$ cat config.mk
export PLATFORM = sky130hd
export DESIGN_NAME = bcd_encoder_pipe
export DESIGN_NICKNAME = d
export VERILOG_FILES = /design/src/rtl/bcd_pkg.sv /design/src/rtl/bcd_digit_adj.sv /design/src/rtl/bcd_encoder_pipe.sv
export SDC_FILE = /design/constraint.sdc
export NUM_CORES = 1
export LEC_CHECK = 0
export CORE_UTILIZATION = 50
export CTS_CLUSTER_DIAMETER = 120
export CTS_CLUSTER_SIZE = 40
export DETAILED_ROUTE_END_ITERATION = 12
export MAX_ROUTING_LAYER = met4
export PLACE_DENSITY = 0.84
export SYNTH_ARGS = -nofsm -noshare
export SYNTH_HDL_FRONTEND = slang
export SYNTH_SLANG_ARGS = --single-unit
$ cat constraint.sdc
create_clock -name i_clk -period 2.3 [get_ports i_clk]
set_clock_uncertainty 0.05 [all_clocks]
set_input_delay 0.46 -clock i_clk [delete_from_list [all_inputs] [get_ports i_clk]]
set_output_delay 0.46 -clock i_clk [all_outputs]
set_load 0.05 [all_outputs]
$ cat src/rtl/bcd_pkg.sv
`default_nettype none
// ============================================================================
// Module   : bcd_pkg
// Brief    : Shared state encoding and digit constants for bcd_encoder_pipe.
// Revision : 1.0 - initial release
// ============================================================================
package bcd_pkg;

    typedef enum logic [1:0] {
        IDLE  = 2'd0,
        SHIFT = 2'd1,
        DONE  = 2'd2
    } bcd_state_t;

    localparam logic [3:0] BCD_BLANK  = 4'hF;
    localparam logic [3:0] BCD_ADJ_TH = 4'd4;

endpackage
`default_nettype wire

$ cat src/rtl/bcd_digit_adj.sv
`default_nettype none
// ============================================================================
// Module   : bcd_digit_adj
// Brief    : Combinational add-3-if-greater-than-4 correction for one digit.
// Revision : 1.0 - initial release
// ============================================================================
module bcd_digit_adj
    import bcd_pkg::*;
(
    input  logic [3:0] i_digit,
    output logic [3:0] o_digit
);

    assign o_digit = (i_digit > BCD_ADJ_TH) ? (i_digit + 4'd3) : i_digit;

endmodule
`default_nettype wire

$ cat src/rtl/bcd_encoder_pipe.sv
`default_nettype none
// ============================================================================
// Module   : bcd_encoder_pipe
// Brief    : Sequential shift-and-add-3 binary-to-BCD converter with
//            valid/ready handshakes; optional leading-zero blanking via
//            the BCD_ENC_BLANK_EN macro.
// Revision : 1.0 - initial release
// ============================================================================
module bcd_encoder_pipe
    import bcd_pkg::*;
#(
    parameter int BIN_W  = 16,
    parameter int DIGITS = 5
) (
    input  logic                  i_clk,
    input  logic                  i_rst,
    input  logic                  i_valid,
    output logic                  o_ready,
    input  logic [BIN_W-1:0]      i_binary,
    input  logic                  i_signed,
    output logic                  o_valid,
    input  logic                  i_ready,
    output logic [4*DIGITS-1:0]   o_bcd,
    output logic                  o_neg,
    output logic                  o_ovf
);

    localparam int               c_CNT_W = $clog2(BIN_W + 1);
    localparam logic [c_CNT_W-1:0] c_LAST = c_CNT_W'(BIN_W - 1);

    bcd_state_t            r_state;
    logic [c_CNT_W-1:0]    r_cnt;
    logic [BIN_W-1:0]      r_mag;
    logic [4*DIGITS-1:0]   r_bcd;
    logic                  r_ovf;

    logic [BIN_W-1:0]      w_in_mag;
    logic [4*DIGITS-1:0]   w_adj;
    logic [4*DIGITS-1:0]   w_bcd_sh;
    logic                  w_carry;
    logic [BIN_W-1:0]      w_mag_sh;
    logic                  w_ovf_next;
    logic [4*DIGITS-1:0]   w_final;

    // Two's-complement negate stays in BIN_W bits so the signed minimum maps to 2**(BIN_W-1).
    assign w_in_mag = (i_signed && i_binary[BIN_W-1]) ? (~i_binary + 1'b1) : i_binary;

    generate
        for (genvar g = 0; g < DIGITS; g++) begin : g_digit
            bcd_digit_adj u_adj (
                .i_digit (r_bcd[4*g +: 4]),
                .o_digit (w_adj[4*g +: 4])
            );
        end
    endgenerate

    assign {w_carry, w_bcd_sh} = {w_adj, r_mag[BIN_W-1]};
    assign w_mag_sh            = {r_mag[BIN_W-2:0], 1'b0};
    assign w_ovf_next          = r_ovf | w_carry;

`ifdef BCD_ENC_BLANK_EN
    logic w_seen_nz;

    always_comb begin
        w_final   = w_bcd_sh;
        w_seen_nz = 1'b0;
        if (!w_ovf_next) begin
            for (int k = DIGITS - 1; k >= 1; k--) begin
                if (w_bcd_sh[4*k +: 4] != 4'd0) begin
                    w_seen_nz = 1'b1;
                end
                if (!w_seen_nz) begin
                    w_final[4*k +: 4] = BCD_BLANK;
                end
            end
        end
    end
`else
    assign w_final = w_bcd_sh;
`endif

    always_ff @(posedge i_clk or posedge i_rst) begin
        if (i_rst) begin
            r_state <= IDLE;
            r_cnt   <= '0;
            r_mag   <= '0;
            r_bcd   <= '0;
            r_ovf   <= 1'b0;
            o_ready <= 1'b1;
            o_valid <= 1'b0;
            o_bcd   <= '0;
            o_neg   <= 1'b0;
            o_ovf   <= 1'b0;
        end else begin
            case (r_state)
                IDLE: begin
                    if (i_valid) begin
                        r_mag   <= w_in_mag;
                        o_neg   <= i_signed & i_binary[BIN_W-1];
                        r_bcd   <= '0;
                        r_ovf   <= 1'b0;
                        r_cnt   <= '0;
                        o_ready <= 1'b0;
                        r_state <= SHIFT;
                    end
                end
                SHIFT: begin
                    r_mag <= w_mag_sh;
                    r_bcd <= w_bcd_sh;
                    r_ovf <= w_ovf_next;
                    r_cnt <= r_cnt + 1'b1;
                    if (r_cnt == c_LAST) begin
                        o_bcd   <= w_final;
                        o_ovf   <= w_ovf_next;
                        o_valid <= 1'b1;
                        r_state <= DONE;
                    end
                end
                DONE: begin
                    if (i_ready) begin
                        o_valid <= 1'b0;
                        o_ready <= 1'b1;
                        r_state <= IDLE;
                    end
                end
                default: begin
                    o_valid <= 1'b0;
                    o_ready <= 1'b1;
                    r_state <= IDLE;
                end
            endcase
        end
    end

endmodule
`default_nettype wire

# ---- Yosys cells after proc, flatten, opt, wreduce, memory -nomap -nowiden
# Cells that the tools add are included.
dict set report classes {
  add_sub_neg 7
  n_lt_le_gt_ge 5
  eq_ne 6
  mux 23
  n_bitwise 5
  n_reduce_logical 9
}
# operator count
set ops {}
lappend ops {{one-hot mux 20 bit (2 select lines)} 1}
lappend ops {{2-to-1 mux 16 bit} 2}
lappend ops {{one-hot mux 16 bit (2 select lines)} 1}
lappend ops {{adder 4 x 2 -> 4 bit, second input constant} 5}
lappend ops {{greater-than comparator 4 x 3 -> 1 bit, second input constant} 5}
lappend ops {{2-to-1 mux 20 bit} 1}
lappend ops {{2-to-1 mux 4 bit} 5}
lappend ops {{adder 16 x 1 -> 16 bit, second input constant} 1}
lappend ops {{NOT 16 bit} 1}
lappend ops {{one-hot mux 5 bit (2 select lines)} 1}
lappend ops {{AND reduction 3 bit} 3}
lappend ops {{2-to-1 mux 2 bit} 3}
lappend ops {{!= test 2 bit, second input constant} 3}
lappend ops {{one-hot mux 1 bit (3 select lines)} 2}
lappend ops {{one-hot mux 2 bit (3 select lines)} 1}
lappend ops {{AND reduction 2 bit} 3}
lappend ops {{adder 5 x 1 -> 5 bit, second input constant} 1}
lappend ops {{equality test 5 x 4 -> 1 bit, second input constant} 1}
lappend ops {{2-to-1 mux 5 bit} 1}
lappend ops {{2-to-1 mux 1 bit} 4}
lappend ops {{equality test 2 x 1 -> 1 bit, second input constant} 1}
lappend ops {{equality test 2 bit, second input constant} 1}
lappend ops {{logical NOT 2 bit} 1}
lappend ops {{NOT 1 bit} 2}
lappend ops {{other kinds (5)} 5}
dict set report word_totals {
  register_bits 68
  inputBits 21
  output_inout_bits 24
  elab_cells 65
}

# ---- Logic depth before layout (Yosys ltp)
# Gate-level depths: netlist of run 1.
dict set report depth {
  word_depth 5
  depth_mapped 8
  ltp_nobuf 6
}

# ---- Modules after synthesis
# Synthesis of run 1 repeated with hierarchy kept, for this count alone.
dict set report unflattened {
  cells_unflattened 376
  area_unflattened_um2 3652.3
}
# mod instances cells_each area_each_um2 seq_area_each_um2
set by_module_without_submodules {}
lappend by_module_without_submodules {bcd_encoder_pipe 1 301 3133.0 1702.9}
lappend by_module_without_submodules {bcd_digit_adj 5 15 103.8 0.0}

# ---- Least setup slack after synthesis of run 1
# Ideal clock, no wire load.
dict set report synth_timing {
  path_kind {flip-flop to flip-flop}
  start {register r_cnt[0]}
  end {register o_bcd[0]}
  setup_time_ns 0.128
  t_arrival_ns 1.540
  required_time_ns 2.122
  slack_ns 0.583
  path_stages_with_launch 7
  path_buffers 1
  cell_sequence {dfrtp_1 ha_1 and3_1 ha_1 nand2_1 buf_2 mux2_1}
}
dict set report synth_via {
  elab_chain_cells 2
}
# item line
set synth_lines {}
lappend synth_lines {{start, declared} bcd_encoder_pipe.sv:32} ;# logic [c_CNT_W-1:0] r_cnt;
lappend synth_lines {{start signal, assigned} bcd_encoder_pipe.sv:111} ;# r_cnt <= r_cnt + 1'b1;
lappend synth_lines {{equality test 5 x 4 -> 1 bit} bcd_encoder_pipe.sv:112} ;# if (r_cnt == c_LAST) begin
lappend synth_lines {{AND reduction 2 bit (no source line)} n/a}
lappend synth_lines {{end signal, assigned} bcd_encoder_pipe.sv:113} ;# o_bcd <= w_final;
lappend synth_lines {{end, declared} bcd_encoder_pipe.sv:23} ;# output logic [4*DIGITS-1:0] o_bcd,
# Every way passes these cells.
# A chain may end at the register's enable or synchronous reset.

# ---- Final worst setup path of run 1
dict set report layout_timing {
  start {register o_ready}
  end {output port o_ready}
}
# item line
set layout_lines {}
lappend layout_lines {{start, declared} bcd_encoder_pipe.sv:18} ;# output logic o_ready,
lappend layout_lines {{start signal, assigned} bcd_encoder_pipe.sv:89} ;# o_ready <= 1'b1;
lappend layout_lines {{start signal, assigned} bcd_encoder_pipe.sv:103} ;# o_ready <= 1'b0;
lappend layout_lines {{start signal, assigned} bcd_encoder_pipe.sv:122} ;# o_ready <= 1'b1;
# No word-level cell between the ends.

==> results.json, run 1 <==
{
  "drv_cap": 0,
  "p_leak_nw": 1.82,
  "crit_start": "o_ready",
  "seq_power_share": 0.384,
  "rr_worst_depth": 7,
  "worst-path-buf-inv": 1,
  "antenna_found_initial": 0,
  "grt_usage": 0.213,
  "synthArstFlopShare": 1.00,
  "yosysTopAreaCell": "dfrtp_1",
  "dpl-instance-area_sq_um": 4050,
  "clkLatencyLatePin_ps": 350,
  "cp_num_cells": 1,
  "power_frac_comb": 0.468,
  "cts_tree": "done",
  "grt_max_degree": 37,
  "fin_area_sq_um": 4200,
  "period_needed_ps": 2190,
  "syn_to_final_growth_pct": 21.8,
  "power.total_mw": 5.38,
  "initial_core_util": 0.531,
  "hold_buffers": 0,
  "drive_above_1_share": 0.0881,
  "r2r_end": "o_bcd[10]",
  "ctsRootBufferMaster": "clkbuf_8",
  "yosys_warnings": 0,
  "synth_commonest_cells": "dfrtp_1, o21ai_0, nand2_1",
  "final_util": 0.647,
  "rsz0062_at_grt": "false",
  "worst_pin_slew_ps": 681,
  "timing.slew.headroom": 0.546,
  "endpoint_kind": "output port",
  "crit_family": "buffers and inverters",
  "synth_most_common_cell": "dfrtp_1",
  "first_iter_violations": 117,
  "timing.rr.start": "r_cnt[0]",
  "ys_seq_area_frac": 0.494,
  "nets": 450,
  "core_sq_um": 6490,
  "critical_path_class": "flop to output port",
  "die_h_um": 85.1,
  "period_share": 0.953,
  "ant_nets": 0,
  "synth_top_area_share": 0.486,
  "path_cells": "clkdlybuf4s50_1",
  "cp_data_arrival_time_ps": 1680,
  "cts.reportedPaths.clkPinSlew_ps": 70,
  "hold_viol": 0,
  "cts_resized": 0,
  "p_int_mw": 3.08,
  "synth_area_leaders": "dfrtp_1, o21ai_0, nand2_1",
  "outcome": "finished, violations left",
  "r2r_slack_ps": 300,
  "ir_drop_mv": 0.431,
  "cts_made_buffers": 9,
  "crit_path_start_kind": "flop",
  "std_cell_rows": 29,
  "firstDrtPassIters": 8,
  "routedWlPerCell_um": 13.8,
  "hold_class": "input port to asynchronous set/reset pin",
  "grt_pass1_vias": 2664,
  "syn_inst": 363,
  "swShare": 0.428,
  "nFillCells": 539,
  "die_area_sq_um": 7240,
  "timing.fmax_mhz": 456,
  "clkPwrFrac": 0.148,
  "yosys_register_bits": 68,
  "cts.sinks": 68,
  "crit_end": "o_ready",
  "die_w_um": 85.1,
  "finalSetupViolCount": 0,
  "ys.flop_type": "dfrtp_1",
  "setup_tns_ps": 0,
  "vias": 2773,
  "drv_slew": 0,
  "grt_first_pass_wirelength_um": 11800,
  "crit_path_max_incr_delay_ps": 800,
  "h-tree-depth": 3,
  "max-clock-path-buffers": 2,
  "p_sw_mw": 2.30,
  "crit_slowest_cell": "clkdlybuf4s50_1",
  "crit_required_ps": 1790,
  "place.gp.congestion": 0.836,
  "cts_setup_buffers": 0,
  "cellPowerDensity_nw_per_um2": 1280,
  "synth.avg_cell_area_sq_um": 9.50,
  "critical_path.max_fanout": 3,
  "synth-edff-count": 0,
  "drc": 1,
  "gr-total-overflow": 0,
  "netlist-cell-type-count": 38,
  "via_per_inst": 5.58,
  "synth_area_sq_um": 3450,
  "syn_nets": 397,
  "totalWireLength_um": 6860,
  "dp_hpwl_um": 4990,
  "antenna_cells": 0,
  "ios": 45,
  "port_buffers": 44,
  "violations": "DRC"
}
-- routing by layer --
layer  track usage  wire length [um]
met3        0.0350               310
met2         0.351              3370
met5             -                 0
met1         0.258              3110
met4        0.0955                75
-- power by group through the flow --
stage	Sequential, mW	Clock (mW)	Combinational, mW
after global placement	2.04	0	2.43
after floorplan	2.50	0	1.33
final	2.07	0.797	2.52
after CTS	2.06	0.811	2.54
after global routing	2.13	0.851	2.79
after detailed placement	2.07	0	2.54
-- cell type report --
class,count,area (sq um),area share
Multi-Input combinational cell,257,1600,0.380
Inverter,22,82.6,0.0197
Timing Repair Buffer,58,571,0.136
Clock inverter,3,15.0,0.00357
Tap cell,77,96.3,0.0229
Clock buffer,12,135,0.0322
Sequential cell,68,1700,0.405
-- worst min path at each step --
stage | end | slack, ps | depth (start not counted)
6_report | r_bcd[9] | 420 | 2
5_1_grt | o_bcd[14] | 450 | 2
2_1_floorplan | r_cnt[3] | 400 | 1
4_1_cts | r_bcd[9] | 430 | 2
3_3_place_gp | o_bcd[9] | 410 | 2
3_5_place_dp | o_bcd[14] | 420 | 2
-- state kept, by name (all words and copies together), names as in the netlist --
| register | flops |
|---|---|
| r_bcd | 20 |
| r_state | 2 |
| r_mag | 16 |
| o_ready | 1 |
| r_cnt | 5 |
| r_ovf | 1 |
| o_valid | 1 |
| o_bcd | 20 |
| o_neg | 1 |
| o_ovf | 1 |
-- placed cells by master (no fill, tap or decap), types with 5 or more instances in the layout --
master / n
a21oi_1: 17
a22oi_1: 14
buf_4: 12
clkbuf_8: 9
clkdlybuf4s50_1: 44
dfrtp_1: 67
ha_1: 13
inv_1: 21
mux2_2: 5
nand2_1: 48
nand2b_1: 6
nand3_1: 8
nor2_1: 7
nor3_1: 12
o21ai_0: 61
o21ai_1: 8
xnor2_1: 15
-- cell families (layout without fill, tap and decap cells) --
group,after synthesis,count (layout),share of synthesized area
AOI/OAI and AO/OA,114,114,0.193
and+or+nand+nor,101,101,0.141
DFF,68,68,0.494
buffers and inverters,38,95,0.0432
xor gates and xnor gates,17,17,0.0432
adders and majority gates,13,13,0.0472
muxes,12,12,0.0381
-- metrics by stage --
step	setup WS (ps)	std cells	hold WS, ps
finish	108	497	423
global route	74.4	497	449
CTS	88.8	497	429
detailed placement	58.1	482	420
global placement	118	482	411
floorplan	80.1	363	399
No activity file was read; power rests on OpenSTA's default activity.
==> run 2: changes to the inputs <==
- HOLD_SLACK_MARGIN: not set -> 0.12
- PLACE_DENSITY: 0.84 -> 0.76
==> run 2 against run 1 <==
  * Largest cell class unchanged
  * The run now ends clean
  * Die area stayed put
  * Utilization is 1.2 points higher
  * Final cell count is 0.60% higher
  * Count of clock-buffer cells in the layout is 2 lower
  * Final area is 1.8% higher
  * Non-clock buffer count is 2 higher
  * Register-to-register slack better by 100 ps
  * Critical endpoint unchanged
  * Total power is 6.0% higher
  * Global-route usage is 0.77 points higher
==> results.json, run 2 (synthesized netlist as in run 1, its figures left out) <==
{
  "outcome": "finished, final reports clean",
  "syn_to_final_growth_pct": 24.0,
  "crit_slowest_cell": "clkdlybuf4s50_1",
  "crit_family": "buffers and inverters",
  "path_cells": "clkdlybuf4s50_1",
  "dp_hpwl_um": 5000,
  "grt_max_degree": 34,
  "ir_drop_mv": 0.468,
  "hold_buffers": 0,
  "grt_pass1_vias": 2613,
  "fin_hold_ws_ps": 377,
  "die_h_um": 85.1,
  "critical_path_class": "flop to output port",
  "drive_above_1_share": 0.102,
  "finalSetupViolCount": 0,
  "hold_class": "input port to asynchronous set/reset pin",
  "core_sq_um": 6490,
  "cellPowerDensity_nw_per_um2": 1330,
  "hold_viol": 0,
  "grt_first_pass_wirelength_um": 12100,
  "std_cell_rows": 29,
  "cts_made_buffers": 9,
  "place.gp.congestion": 0.780,
  "layout_common_cells": "dfrtp_1, o21ai_0, nand2_1",
  "setup_tns_ps": 0,
  "critical_path.max_fanout": 3,
  "final_util": 0.659,
  "rsz0062_at_grt": "false",
  "antenna_cells": 0,
  "fin_area_sq_um": 4280,
  "period_needed_ps": 2190,
  "clkLatencyLatePin_ps": 350,
  "dpl-instance-area_sq_um": 4050,
  "h-tree-depth": 3,
  "initial_core_util": 0.531,
  "timing.fmax_mhz": 457,
  "vias": 2801,
  "first_iter_violations": 147,
  "cts_resized": 0,
  "timing.slew.headroom": 0.657,
  "grt_usage": 0.221,
  "p_leak_nw": 1.85,
  "reg_top3": "o_bcd: 20 flops, r_bcd: 20 flops, r_mag: 16 flops",
  "firstDrtPassIters": 5,
  "drv_cap": 0,
  "ctsRootBufferMaster": "clkbuf_8",
  "endpoint_kind": "output port",
  "rr_worst_depth": 5,
  "cp_data_arrival_time_ps": 1680,
  "antenna_found_initial": 0,
  "period_share": 0.951,
  "cts_tree": "done",
  "nets": 452,
  "routedWlPerCell_um": 14.1,
  "port_buffers": 44,
  "drv_slew": 0,
  "cp_num_cells": 1,
  "die_w_um": 85.1,
  "totalWireLength_um": 7070,
  "crit_path_start_kind": "flop",
  "via_per_inst": 5.60,
  "ios": 45,
  "crit_required_ps": 1790,
  "worst_pin_slew_ps": 512,
  "die_area_sq_um": 7240,
  "cts.sinks": 68,
  "cts.reportedPaths.clkPinSlew_ps": 80,
  "ant_nets": 0,
  "crit_path_max_incr_delay_ps": 790,
  "gr-total-overflow": 0,
  "final_common_cell": "dfrtp_1",
  "drc": 0,
  "cts_setup_buffers": 0,
  "worst-path-buf-inv": 1,
  "max-clock-path-buffers": 2
}
-- run 2: cell count changes in the layout (fill, tap and decap cells not counted) --
cell / before / now
buf_12: 2 / 1
buf_4: 12 / 15
bufinv_16: 0 / 2
clkbuf_1: 3 / 0
clkbuf_8: 9 / 10
clkinv_2: 3 / 1
clkinvlp_4: 0 / 3
-- run 2: per-layer routing --
layer	routed length, um	up-vias	part of all wire	GRT usage
met5	0	-	0	-
met4	162	0	0.023	0.112
met3	210	12	0.030	0.0350
met2	3540	57	0.50	0.359
met1	3150	1352	0.45	0.267
li1	-	1380	-	-
-- run 2: worst paths after layout --
path / slack, ps / endpoint / start
max: 110 / o_ready / o_ready
min: 380 / o_bcd[8] / i_rst
max reg2reg: 400 / o_bcd[15] / r_cnt[0]
min reg2reg: 430 / o_bcd[13] / o_bcd[13]
max in group asynchronous: 1220 / r_mag[11] / i_rst
min in group i_clk: 430 / o_bcd[13] / o_bcd[13]
-- run 2: final cells by class --
class / count / area [sq um]
Tap cell: 77 / 96.3
Timing Repair Buffer: 60 / 573
Fill cell: 519 / 2220
Sequential cell: 68 / 1700
Multi-Input combinational cell: 257 / 1600
Inverter: 22 / 82.6
Clock buffer: 10 / 138
Clock inverter: 6 / 87.6
-- run 2: stage by stage --
stage	power (mW)	setup WS (ps)	cells
floorplan	3.83	80.1	363
detailed placement	4.60	74.7	484
finish	5.70	114	500
CTS	5.74	99.5	500
global placement	4.48	127	484
global route	6.09	74.5	500
-- run 2: where the power goes --
group          internal [mW]  total [mW]  switching, mW  leakage [nW]
registers               1.69        2.05          0.359         0.872
clock network          0.638        1.11          0.470         0.105
logic                   1.01        2.55           1.54         0.878
total                   3.34        5.70           2.37          1.85
==> run 3: changes to the inputs <==
- CAP_MARGIN: not set -> 20
- CELL_PAD_IN_SITES_DETAIL_PLACEMENT: not set -> 1
- CELL_PAD_IN_SITES_GLOBAL_PLACEMENT: not set -> 1
- CORE_UTILIZATION: 50 -> 38
- PLACE_DENSITY: 0.76 -> not set
- PLACE_DENSITY_LB_ADDON: not set -> 0.1
==> run 3 against run 2 <==
  * Critical path depth stayed put
  * Count of clock-buffer cells in the layout stayed put
  * Total power is 2.5% higher
  * Critical path type unchanged
  * Wire length is 13% higher
  * Largest cell class unchanged
  * Worst hold slack worse by 98 ps
  * Combinational power hardly changed
==> results.json, run 3 (synthesized netlist as in run 1, its figures left out) <==
{
  "outcome": "finished, final reports clean",
  "finalSetupViolCount": 0,
  "cts_made_buffers": 9,
  "cts.sinks": 68,
  "path_cells": "clkdlybuf4s50_1",
  "hold_buffers": 0,
  "antenna_found_initial": 0,
  "routedWlPerCell_um": 15.0,
  "drv_cap": 0,
  "critical_path.max_fanout": 3,
  "ant_nets": 0,
  "drv_slew": 0,
  "ios": 45,
  "nFillCells": 1008,
  "place.gp.congestion": 0.815,
  "cts_tree": "done",
  "reg_top3": "o_bcd: 20 flops, r_bcd: 20 flops, r_mag: 16 flops",
  "clkLatencyLatePin_ps": 340,
  "crit_required_ps": 1790,
  "endpoint_kind": "output port",
  "rr_worst_depth": 6,
  "initial_core_util": 0.394,
  "die_h_um": 97.3,
  "hold_viol": 0,
  "syn_to_final_growth_pct": 26.3,
  "timing.fmax_mhz": 449,
  "gr-total-overflow": 0,
  "dp_hpwl_um": 5710,
  "crit_family": "buffers and inverters",
  "period_share": 0.969,
  "timing.slew.headroom": 0.665,
  "crit_path_start_kind": "flop",
  "nets": 454,
  "drive_above_1_share": 0.106,
  "period_needed_ps": 2230,
  "vias": 2763,
  "setup_tns_ps": 0,
  "p_leak_nw": 1.88,
  "cp_num_cells": 1,
  "drc": 0,
  "cts_resized": 0,
  "grt_usage": 0.188,
  "worst_pin_slew_ps": 501,
  "cts.reportedPaths.clkPinSlew_ps": 80,
  "grt_max_degree": 63,
  "ir_drop_mv": 0.559,
  "h-tree-depth": 3,
  "timing.rr.start": "r_cnt[0]",
  "crit_start": "o_ready",
  "grt_pass1_vias": 2835,
  "die_area_sq_um": 9460,
  "multi_input_area_sq_um": 1600,
  "numPlacedInstances": 517,
  "crit_slowest_cell": "clkdlybuf4s50_1",
  "cts_setup_buffers": 0,
  "layout_common_cells": "dfrtp_1, o21ai_0, nand2_1",
  "via_per_inst": 5.18,
  "port_buffers": 44,
  "worst-path-buf-inv": 1,
  "fin_cells": 533,
  "rsz0062_at_grt": "false",
  "final_util": 0.497,
  "crit_path_max_incr_delay_ps": 810,
  "cp_data_arrival_time_ps": 1720,
  "ctsRootBufferMaster": "clkbuf_8",
  "hold_class": "input port to asynchronous set/reset pin",
  "antenna_cells": 0,
  "final_common_cell": "dfrtp_1",
  "firstDrtPassIters": 4,
  "first_iter_violations": 61,
  "max-clock-path-buffers": 2,
  "critical_path_class": "flop to output port",
  "seq_area_sq_um": 1700,
  "grt_first_pass_wirelength_um": 13700,
  "std_cell_rows": 34,
  "cellPowerDensity_nw_per_um2": 1340,
  "core_sq_um": 8760,
  "die_w_um": 97.3,
  "totalWireLength_um": 7990
}
[run 3: cell count changes in the layout (fill, tap and decap cells not counted)]
cell        change
buf_4           +2
clkinv_4        +1
clkinvlp_4      -2
bufinv_16       +1
[run 3: cell type report]
type,instances,area share
Clock buffer,10,0.0316
Clock inverter,6,0.0256
Tap cell,108,0.0310
Sequential cell,68,0.391
Timing Repair Buffer,62,0.135
Inverter,22,0.0190
Multi-Input combinational cell,257,0.367
[run 3: through the flow]
step	hold WS [ps]	instance area [sq um]	setup WS [ps]	total power, mW
2_1_floorplan	399	3450	80.1	3.83
6_report	279	4360	71.7	5.85
5_1_grt	269	4360	23.4	6.30
3_5_place_dp	419	4110	48.6	4.67
3_3_place_gp	411	4110	103	4.56
4_1_cts	278	4360	56.9	5.92
[run 3: path summary, 6_finish.rpt]
kind / slack, ps / end
worst min-delay path: 280 / o_bcd[14]
worst max-delay path: 70 / o_ready
max in group asynchronous: 1330 / o_ready
worst max register to register: 400 / o_bcd[7]
worst min register to register: 430 / o_bcd[9]
min in group i_clk: 430 / o_bcd[9]
[run 3: layer usage]
metal  track usage  wire [um]  vias up
met2         0.302       3890       47
met5             -          0        -
met4        0.0543         60        0
met3        0.0460        233        4
met1         0.235       3810     1328
li1              -          -     1384
[run 3: where the power goes]
group / switching (mW) / internal, mW
clock: 0.474 / 0.750
sequential: 0.366 / 1.69
combinational: 1.55 / 1.02
total: 2.39 / 3.46
